### src/rtl/div_unit_pkg.sv
// Shared divider constants: FSM state codes plus the ready/start encodings EX reuses for its stall request.
package div_unit_pkg;

   typedef enum logic [1:0] {
      DivFree   = 2'b00,
      DivByZero = 2'b01,
      DivOn     = 2'b10,
      DivEnd    = 2'b11
   } div_state_e;

   localparam logic DivResultReady    = 1'b1;
   localparam logic DivResultNotReady = 1'b0;
   localparam logic DivStart          = 1'b1;
   localparam logic DivStop           = 1'b0;

   localparam logic [4:0] DivLastStep = 5'd31;

endpackage

### src/rtl/div_unit.sv
// 32-bit radix-2 restoring divider for DIV/DIVU, result {remainder, quotient}; ready 33 edges after start.
// Optional DIV_ZERO_FAST_EN: a zero divisor short-cuts through ZERO and returns 64'h0 after 2 edges.
module div_unit
   import div_unit_pkg::*;
(
   input  logic        clk,
   input  logic        rst,
   input  logic        signed_div_i,
   input  logic [31:0] opdata1_i,
   input  logic [31:0] opdata2_i,
   input  logic        start_i,
   input  logic        annul_i,
   output logic [63:0] result_o,
   output logic        ready_o
);

   div_state_e  state_q, state_d;
   logic [4:0]  cnt_q, cnt_d;
   logic [63:0] wr_q, wr_d;
   logic [31:0] divisor_q, divisor_d;
   logic        s1_q, s1_d;
   logic        s2_q, s2_d;
   logic [63:0] result_q, result_d;
   logic        ready_q, ready_d;

   logic [31:0] a_mag, b_mag;
   logic [32:0] rem_sh, diff;
   logic [31:0] rem_fix, quo_fix;

   always_comb begin
      a_mag = (signed_div_i && opdata1_i[31]) ? (~opdata1_i + 32'd1) : opdata1_i;
      b_mag = (signed_div_i && opdata2_i[31]) ? (~opdata2_i + 32'd1) : opdata2_i;

      // The 33rd remainder bit only exists between the shift and the subtract.
      rem_sh = {wr_q[63:32], wr_q[31]};
      diff   = rem_sh - {1'b0, divisor_q};

      rem_fix = s1_q ? (~wr_q[63:32] + 32'd1) : wr_q[63:32];
      quo_fix = (s1_q ^ s2_q) ? (~wr_q[31:0] + 32'd1) : wr_q[31:0];

      state_d   = state_q;
      cnt_d     = cnt_q;
      wr_d      = wr_q;
      divisor_d = divisor_q;
      s1_d      = s1_q;
      s2_d      = s2_q;
      result_d  = result_q;
      ready_d   = ready_q;

      case (state_q)
         DivFree: begin
            ready_d  = DivResultNotReady;
            result_d = 64'd0;
            if (start_i == DivStart && !annul_i) begin
               s1_d      = signed_div_i & opdata1_i[31];
               s2_d      = signed_div_i & opdata2_i[31];
               divisor_d = b_mag;
               wr_d      = {32'd0, a_mag};
               cnt_d     = 5'd0;
`ifdef DIV_ZERO_FAST_EN
               state_d   = (opdata2_i == 32'd0) ? DivByZero : DivOn;
`else
               state_d   = DivOn;
`endif
            end
         end
`ifdef DIV_ZERO_FAST_EN
         DivByZero: begin
            wr_d    = 64'd0;
            s1_d    = 1'b0;
            s2_d    = 1'b0;
            state_d = DivEnd;
         end
`endif
         DivOn: begin
            if (diff[32]) begin
               wr_d = {rem_sh[31:0], wr_q[30:0], 1'b0};
            end else begin
               wr_d = {diff[31:0], wr_q[30:0], 1'b1};
            end
            cnt_d = cnt_q + 5'd1;
            if (cnt_q == DivLastStep) begin
               state_d = DivEnd;
            end
         end
         DivEnd: begin
            // First END cycle publishes the sign-fixed result; afterwards hold until EX drops start.
            if (ready_q == DivResultNotReady) begin
               result_d = {rem_fix, quo_fix};
               ready_d  = DivResultReady;
            end else if (start_i == DivStop) begin
               state_d  = DivFree;
               ready_d  = DivResultNotReady;
               result_d = 64'd0;
            end
         end
         default: begin
            state_d = DivFree;
         end
      endcase

      if (annul_i && state_q != DivFree) begin
         state_d  = DivFree;
         ready_d  = DivResultNotReady;
         result_d = 64'd0;
      end
   end

   always_ff @(posedge clk) begin
      if (rst) begin
         state_q   <= DivFree;
         cnt_q     <= 5'd0;
         wr_q      <= 64'd0;
         divisor_q <= 32'd0;
         s1_q      <= 1'b0;
         s2_q      <= 1'b0;
         result_q  <= 64'd0;
         ready_q   <= DivResultNotReady;
      end else begin
         state_q   <= state_d;
         cnt_q     <= cnt_d;
         wr_q      <= wr_d;
         divisor_q <= divisor_d;
         s1_q      <= s1_d;
         s2_q      <= s2_d;
         result_q  <= result_d;
         ready_q   <= ready_d;
      end
   end

   assign result_o = result_q;
   assign ready_o  = ready_q;

endmodule

### config.mk
export PLATFORM = sky130hd
export DESIGN_NAME = div_unit
export DESIGN_NICKNAME = d
export VERILOG_FILES = /design/src/rtl/div_unit_pkg.sv /design/src/rtl/div_unit.sv
export SDC_FILE = /design/constraint.sdc
export NUM_CORES = 1
export LEC_CHECK = 0
export BUFFER_PORTS_ARGS = -buffer_cell sky130_fd_sc_hd__buf_2
export CORE_AREA = 10 10 200 202
export CTS_BUF_LIST = sky130_fd_sc_hd__clkbuf_4
export CTS_CLUSTER_SIZE = 30
export DETAILED_ROUTE_END_ITERATION = 8
export DIE_AREA = 0 0 210 212
export MAX_ROUTING_LAYER = met4
export SETUP_SLACK_MARGIN = 0.15
export SYNTH_ARGS = -nofsm -noshare
export SYNTH_HDL_FRONTEND = slang
export SYNTH_SLANG_ARGS = --single-unit
### constraint.sdc
create_clock -name clk -period 3.3 [get_ports clk]
set_input_delay 0.495 -clock clk [delete_from_list [all_inputs] [get_ports clk]]
set_output_delay 0.495 -clock clk [all_outputs]
set_load 0.1 [all_outputs]
==> flow_metrics.py, run 1 <==
metrics = {
    "yosys": {
        "yosys.area.top_type": "sky130_fd_sc_hd__dfxtp_1",
        "post_synth_num_cell_types": 63,
        "synth_seq_cells": 170,
        "synth_ff_type": "sky130_fd_sc_hd__dfxtp_1",
        "postSynth.asyncResetShare_pct": 0,
        "synth_warnings": 0,
        "synthDominantCellAreaShare_pct": 31.82,
        "synthesis.instances": 1426,
        "sequential_fraction_of_the_synthesis_area_pct": 31.82,
        "synthesis.area_per_instance_um2": 7.499,
        "syn-num-nets": 1537,
        "netlist_area_um2": 10690,
        "synth_area_leaders": "sky130_fd_sc_hd__dfxtp_1 (32%), sky130_fd_sc_hd__nand2_1 (6.7%), sky130_fd_sc_hd__xnor2_1 (6.1%)",
        "synth_enable_flop_cells": 0,
    },
    "grt": {
        "initial_antenna_violation_count": 6,
        "grt_pass1_vias": 9377,
        "grt_pass1_wl_mm": 51.29,
        "grt_util_met2_pct": 19.89,
        "grt_start_max_net_pins": 71,
        "grt.busiest_layer": "met1",
        "gr-usage-met3_pct": 1.805,
        "grt_usage_pct": 14.47,
        "global_route.overflow_total": 0,
        "use_met1_pct": 21.56,
    },
    "finish": {
        "multi_input_gate_area_in_the_final_layout_um2": 6949,
        "layout.filler_cells": 3853,
        "drive_above_1_share_pct": 17.67,
        "final_nets": 1666,
        "final-seq-area_um2": 3408,
        "layout-area-overhead-vs-synth_pct": 18.22,
        "layout.cells.non_filler": 2042,
        "final_core_utilization_pct": 35.03,
    },
    "sta": {
        "final_hold_viol_count": 0,
        "setup_repair_after_global_routing_missed_its_margin": "false",
        "report.final.slew_viol_count": 0,
        "timing.final.crit_period_ns": 2.996,
        "timing.final.crit_share_pct": 90.79,
        "timing.clock.skew_ns": 0.02398,
        "whs_ns": 0.1508,
        "max_slew.worst_pin.slew_ns": 0.8863,
        "report.final.setup_viol": 0,
        "fin_tns_setup_ns": 0,
        "fmax_mhz": 333.8,
        "maxSlewHeadroom_pct": 40.69,
    },
    "floorplanning": {
        "die_width_um": 210,
        "top_level_ports": 134,
        "die-height_um": 212,
        "core_area_um2": 36080,
        "die_area_um2": 44520,
        "floorplan.rows": 70,
        "initial_utilization_pct": 29.64,
    },
    "cts": {
        "cts.htree.levels": 4,
        "clock_sink_count": 170,
        "cts.reportedPaths.clkPinSlew_ns": 0.16,
        "clkLatencyLatePin_ns": 0.60,
        "cts_tree": "done",
        "hold_buffers": 0,
        "cts_bufs_inserted": 17,
        "cts.root.buffer_cell": "sky130_fd_sc_hd__clkbuf_4",
        "cts_max_path_buffers": 2,
    },
    "detailed_routing": {
        "detail_route.wl_per_cell_um": 15.99,
        "postRouteAntennaNets": 0,
        "drt_pass1_iterations": 5,
        "drc": 0,
        "post_drt_via_cell_ratio": 5.011,
        "total_via_count_after_detailed_routing": 10230,
        "postRouteWirelength_mm": 32.66,
        "detailedRoute.firstIterationViolations": 731,
    },
    "worst_setup_path": {
        "worst-setup-path-type": "flip-flop to flip-flop",
        "worst_ep_arrival_time_ns": 3.50,
        "worstSetupEndpointType": "flip-flop",
        "critical_path_required_ns": 3.81,
        "critical_path_peak_fanout": 5,
        "setup.worst_path.start_class": "flip-flop",
        "worst-r2r-setup-slack_ns": 0.30,
    },
    "worst_hold_path": {
        "hold_path_class": "primary input to flip-flop",
    },
    "run": {
        "cap_viol_max_count": 0,
    },
    "pwr": {
        "total_leakage_power_nw": 5.138,
        "power_mw": 5.208,
        "power.density_cell_area_nw_per_um2": 412.0,
        "vdd_ir_drop_max_mv": 0.1947,
    },
    "placement": {
        "gp_routability_congestion": 0.8807,
        "dp_hpwl_mm": 25.59,
        "numPortBuffers": 133,
        "placed_cell_count": 1995,
    },
    "run_status": {
        "status": "complete, no violations",
    },
}
-- worst paths after layout --
check	startpoint	endpoint	cells after the start
worst max-delay path	wr_q[50]	wr_q[55]	11
worst min-delay path	rst	wr_q[31]	2
worst max register to register	wr_q[50]	wr_q[55]	11
worst min register to register	result_o[60]	result_o[60]	2
-- stage by stage --
step	instance area, um^2	setup WS [ns]
final	12640	0.3039
after global placement	12050	0.1582
after global routing	12640	0.1297
after floorplan	10690	0.3084
after detailed placement	12050	0.08267
after CTS	12390	0.1589
-- placed cells by master, fill, tap and decap left out, drive strengths merged, types with 7 or more instances in the layout --
master  synthesis  final
a311oi          9      9
inv            58     66
nand3          22     22
o31ai          23     23
nor3           24     24
o41ai          11     11
dfxtp         170    170
o211ai          8      8
ha             41     41
or4            14     14
and2            7      7
nand2b         10     10
nand2         191    191
clkbuf         70     19
mux2i          10     10
o21ai         128    128
a211oi         30     30
or3            28     28
a21oi         119    119
a21o           11     11
xnor2          75     75
a22oi          46     46
nor4           14     14
buf            10    188
xor2           62     62
nor2          167    167
-- report_power, final --
group / switching [mW] / internal [mW] / leakage [nW]
logic: 0.933 / 0.612 / 3.58
registers: 0.118 / 2.14 / 1.38
clock network: 0.844 / 0.556 / 0.175
-- cell families after synthesis --
logic type               after synthesis  synth area share (%)
AO/OA/AOI/OAI                        424                 24.78
XOR/XNOR                             137                 11.22
adder cells (fa/ha/maj)               42                 4.984
buffers and inverters                138                 4.937
flip-flops                           170                 31.82
multiplexers                          10                0.9360
AND/OR/NAND/NOR                      505                 21.32
-- state kept, by name, summed over array words and instances (netlist names) --
signal / cells
cnt_q: 5
divisor_q: 32
ready_o: 1
result_o: 64
s1_q: 1
s2_q: 1
state_q: 2
wr_q: 64
-- routing by layer --
metal / routed length, um / up-vias
met5: 0 / -
met4: 446 / 0
met3: 1201 / 29
met2: 13420 / 249
met1: 17590 / 4641
li1: - / 5313
-- cell usage after synthesis, types with 9 or more instances --
cell and count:
sky130_fd_sc_hd__dfxtp_1 170, sky130_fd_sc_hd__nand2_1 191, sky130_fd_sc_hd__nor4_1 13, sky130_fd_sc_hd__xnor2_1 75, sky130_fd_sc_hd__ha_1 41, sky130_fd_sc_hd__nor2_1 167
sky130_fd_sc_hd__inv_1 58, sky130_fd_sc_hd__mux2i_1 10, sky130_fd_sc_hd__or3_1 25, sky130_fd_sc_hd__o31ai_1 21, sky130_fd_sc_hd__a311oi_1 9, sky130_fd_sc_hd__xor2_1 62
sky130_fd_sc_hd__o41ai_1 10, sky130_fd_sc_hd__clkbuf_1 70, sky130_fd_sc_hd__a21oi_1 119, sky130_fd_sc_hd__o21ai_0 107, sky130_fd_sc_hd__nor3_1 24, sky130_fd_sc_hd__a22oi_1 46
sky130_fd_sc_hd__a21o_1 11, sky130_fd_sc_hd__nand3_1 22, sky130_fd_sc_hd__or4_1 12, sky130_fd_sc_hd__o21ai_1 17, sky130_fd_sc_hd__a211oi_1 30, sky130_fd_sc_hd__nand2b_1 10
-- repair_timing --
action / in CTS / in global routing
endpoints found under the setup margin: 12 / 35
pin swaps: 0 / 9
endpoints found under the hold margin: 0 / 0
gates resized for setup: 3 / 35
gates cloned: 0 / 2
buffers inserted: 0 / 7
-- area by class of cell --
type | instances | share of cell area (%)
well taps | 468 | 4.632
clock buffers | 17 | 1.010
clock inverters | 15 | 1.603
repair buffers | 190 | 8.987
flip-flops and latches | 170 | 26.96
inverters | 58 | 1.722
multi-input cells | 1118 | 54.97
diodes | 6 | 0.1188
-- critical path, stage by stage (launching register included) --
cell,delay [ns]
sky130_fd_sc_hd__dfxtp_1,0.45
sky130_fd_sc_hd__ha_1,0.28
sky130_fd_sc_hd__a21o_1,0.21
sky130_fd_sc_hd__a31o_2,0.26
sky130_fd_sc_hd__a221oi_2,0.28
sky130_fd_sc_hd__o21ai_2,0.12
sky130_fd_sc_hd__o211a_1,0.26
sky130_fd_sc_hd__a2111oi_4,0.31
sky130_fd_sc_hd__clkbuf_16,0.23
sky130_fd_sc_hd__nand2b_4,0.13
sky130_fd_sc_hd__o21ai_1,0.07
sky130_fd_sc_hd__a311o_1,0.31
No activity file was read; power rests on OpenSTA's default activity.
==> run 2, diff against run 1 <==
Settings changed: CTS_BUF_LIST sky130_fd_sc_hd__clkbuf_4 to not set.
==> run 2 against run 1 <==
  * Final area grew 2.0%
  * Core utilization up 0.72 points
  * Largest cell class unchanged
  * Combinational power is essentially flat
  * Non-clock buffer count is 1 higher
  * Sequential cell count did not move
  * Die area unchanged
  * Register-to-register slack lost 0.03 ns
  * Final cell count did not move
  * Largest power group unchanged
  * Maximum frequency fell by 0.98%
  * Clock power up 54%
  * Routed wire length rose by 0.24%
  * Count of clock-buffer cells in the layout unchanged
==> flow_metrics.py, run 2 (same netlist as run 1, synthesis figures left out) <==
metrics = {
    "run_status": {
        "status": "complete, no violations",
    },
    "sta": {
        "maxSlewHeadroom_pct": 40.03,
        "report.final.setup_viol": 0,
        "timing.final.crit_period_ns": 3.026,
        "max_slew.worst_pin.slew_ns": 0.8963,
        "fin_tns_setup_ns": 0,
        "timing.final.crit_share_pct": 91.69,
        "timing.clock.skew_ns": 0.01016,
        "final_hold_viol_count": 0,
        "report.final.slew_viol_count": 0,
        "fmax_mhz": 330.5,
        "setup_repair_after_global_routing_missed_its_margin": "false",
        "finalWorstSetupSlack_ns": 0.2743,
    },
    "grt": {
        "grt_start_max_net_pins": 71,
        "initial_antenna_violation_count": 5,
        "grt_usage_pct": 14.56,
        "grt_pass1_wl_mm": 51.58,
        "global_route.overflow_total": 0,
        "grt_pass1_vias": 9474,
    },
    "finish": {
        "final_cell_mix": "sky130_fd_sc_hd__nand2_1 (190), sky130_fd_sc_hd__dfxtp_1 (167), sky130_fd_sc_hd__nor2_1 (165)",
        "final-seq-area_um2": 3407,
        "leading_cell_type_in_the_layout_fill_and_taps_excluded": "sky130_fd_sc_hd__nand2_1",
        "layout-area-overhead-vs-synth_pct": 20.64,
        "final_nets": 1667,
        "drive_above_1_share_pct": 17.34,
        "layout.filler_cells": 3812,
        "multi_input_gate_area_in_the_final_layout_um2": 6910,
    },
    "cts": {
        "hold_buffers": 0,
        "clock_sink_count": 170,
        "cts.htree.levels": 4,
        "cts_tree": "done",
        "clkLatencyLatePin_ns": 0.43,
        "cts_max_path_buffers": 2,
        "cts.root.buffer_cell": "sky130_fd_sc_hd__clkbuf_16",
        "cts.reportedPaths.clkPinSlew_ns": 0.07,
        "cts_bufs_inserted": 17,
    },
    "floorplanning": {
        "die-height_um": 212,
        "floorplan.rows": 70,
        "die_width_um": 210,
        "top_level_ports": 134,
        "initial_utilization_pct": 29.64,
        "core_area_um2": 36080,
        "die_area_um2": 44520,
    },
    "detailed_routing": {
        "post_drt_via_cell_ratio": 4.967,
        "postRouteAntennaNets": 0,
        "drc": 0,
        "detailedRoute.firstIterationViolations": 696,
        "postRouteWirelength_mm": 32.73,
        "drt_pass1_iterations": 5,
        "total_via_count_after_detailed_routing": 10140,
        "detail_route.wl_per_cell_um": 16.03,
    },
    "worst_setup_path": {
        "worst-setup-path-type": "flip-flop to flip-flop",
        "critical_path_required_ns": 3.62,
        "worstSetupEndpointType": "flip-flop",
        "setup.worst_path.start_class": "flip-flop",
        "worst_ep_arrival_time_ns": 3.35,
        "critical_path_peak_fanout": 5,
    },
    "run": {
        "cap_viol_max_count": 0,
    },
    "pwr": {
        "vdd_ir_drop_max_mv": 0.3263,
        "power_mw": 5.950,
        "total_leakage_power_nw": 5.260,
        "power.density_cell_area_nw_per_um2": 461.2,
    },
    "worst_hold_path": {
        "hold_path_class": "primary input to flip-flop",
    },
    "placement": {
        "dp_hpwl_mm": 25.59,
        "numPortBuffers": 133,
        "place_ws_ns": 0.08267,
        "gp_routability_congestion": 0.8807,
    },
}
-- run 2: changes by cell type in the layout (fill, tap and decap cells not counted), sizes merged --
cell,before,now
buf,188,189
diode,6,5
-- run 2: metrics by stage --
step / utilization, % / cells / instance area (um^2) / hold WS [ns]
floorplan: - / 1426 / 10690 / 0.4287
global placement: 33.41 / 1995 / 12050 / 0.4361
detailed placement: 33.41 / 1995 / 12050 / 0.4390
CTS: 35.17 / 2027 / 12690 / 0.3238
global route: 35.75 / 2042 / 12900 / 0.3388
finish: 35.75 / 2042 / 12900 / 0.3374
-- run 2: worst paths after layout --
kind	end	depth (start not counted)	startpoint	slack, ns
min	wr_q[31]	2	rst	0.34
max	wr_q[55]	13	wr_q[31]	0.27
min reg2reg	result_o[60]	2	result_o[60]	0.45
max reg2reg	wr_q[55]	13	wr_q[31]	0.27
-- run 2: layout make-up --
type / instances / share of cell area [%]
Antenna cell: 5 / 0.09698
Tap cell: 468 / 4.539
Inverter: 58 / 1.688
Multi-Input combinational cell: 1118 / 53.56
Sequential cell: 170 / 26.41
Clock buffer: 17 / 3.297
Clock inverter: 15 / 1.571
Timing Repair Buffer: 191 / 8.835
-- run 2: power by group --
group | internal (mW) | leakage (nW) | total, mW | switching (mW)
clock | 1.22 | 0.306 | 2.15 | 0.930
sequential | 2.14 | 1.38 | 2.26 | 0.117
combinational | 0.607 | 3.57 | 1.54 | 0.931
total | 3.97 | 5.26 | 5.95 | 1.98
-- run 2: layer usage --
| metal | up-vias | routed length [um] | track usage [%] |
|---|---|---|---|
| li1 | 5311 | - | - |
| met1 | 4603 | 17760 | 21.51 |
| met2 | 208 | 13510 | 20.17 |
| met3 | 20 | 1011 | 1.849 |
| met4 | 0 | 453 | 3.870 |
| met5 | - | 0 | - |
-- run 2: critical path, cell delays in order (launching register included) --
cell and delay [ns]:
sky130_fd_sc_hd__dfxtp_2 0.34, sky130_fd_sc_hd__inv_2 0.05, sky130_fd_sc_hd__ha_2 0.19, sky130_fd_sc_hd__fa_2 0.37
sky130_fd_sc_hd__nand2b_4 0.16, sky130_fd_sc_hd__a21oi_4 0.17, sky130_fd_sc_hd__o21ai_2 0.09, sky130_fd_sc_hd__a211oi_2 0.30
sky130_fd_sc_hd__nor4_2 0.11, sky130_fd_sc_hd__a2111oi_4 0.40, sky130_fd_sc_hd__clkbuf_16 0.23, sky130_fd_sc_hd__nand2b_4 0.13
sky130_fd_sc_hd__o21ai_1 0.07, sky130_fd_sc_hd__a311o_1 0.31
-- run 2: timing repair --
action | 4_1_cts | 5_1_grt
gates resized for setup | 2 | 28
gates cloned | 0 | 2
setup endpoints to repair | 6 | 35
pin swaps | 0 | 8
buffers inserted | 0 | 8
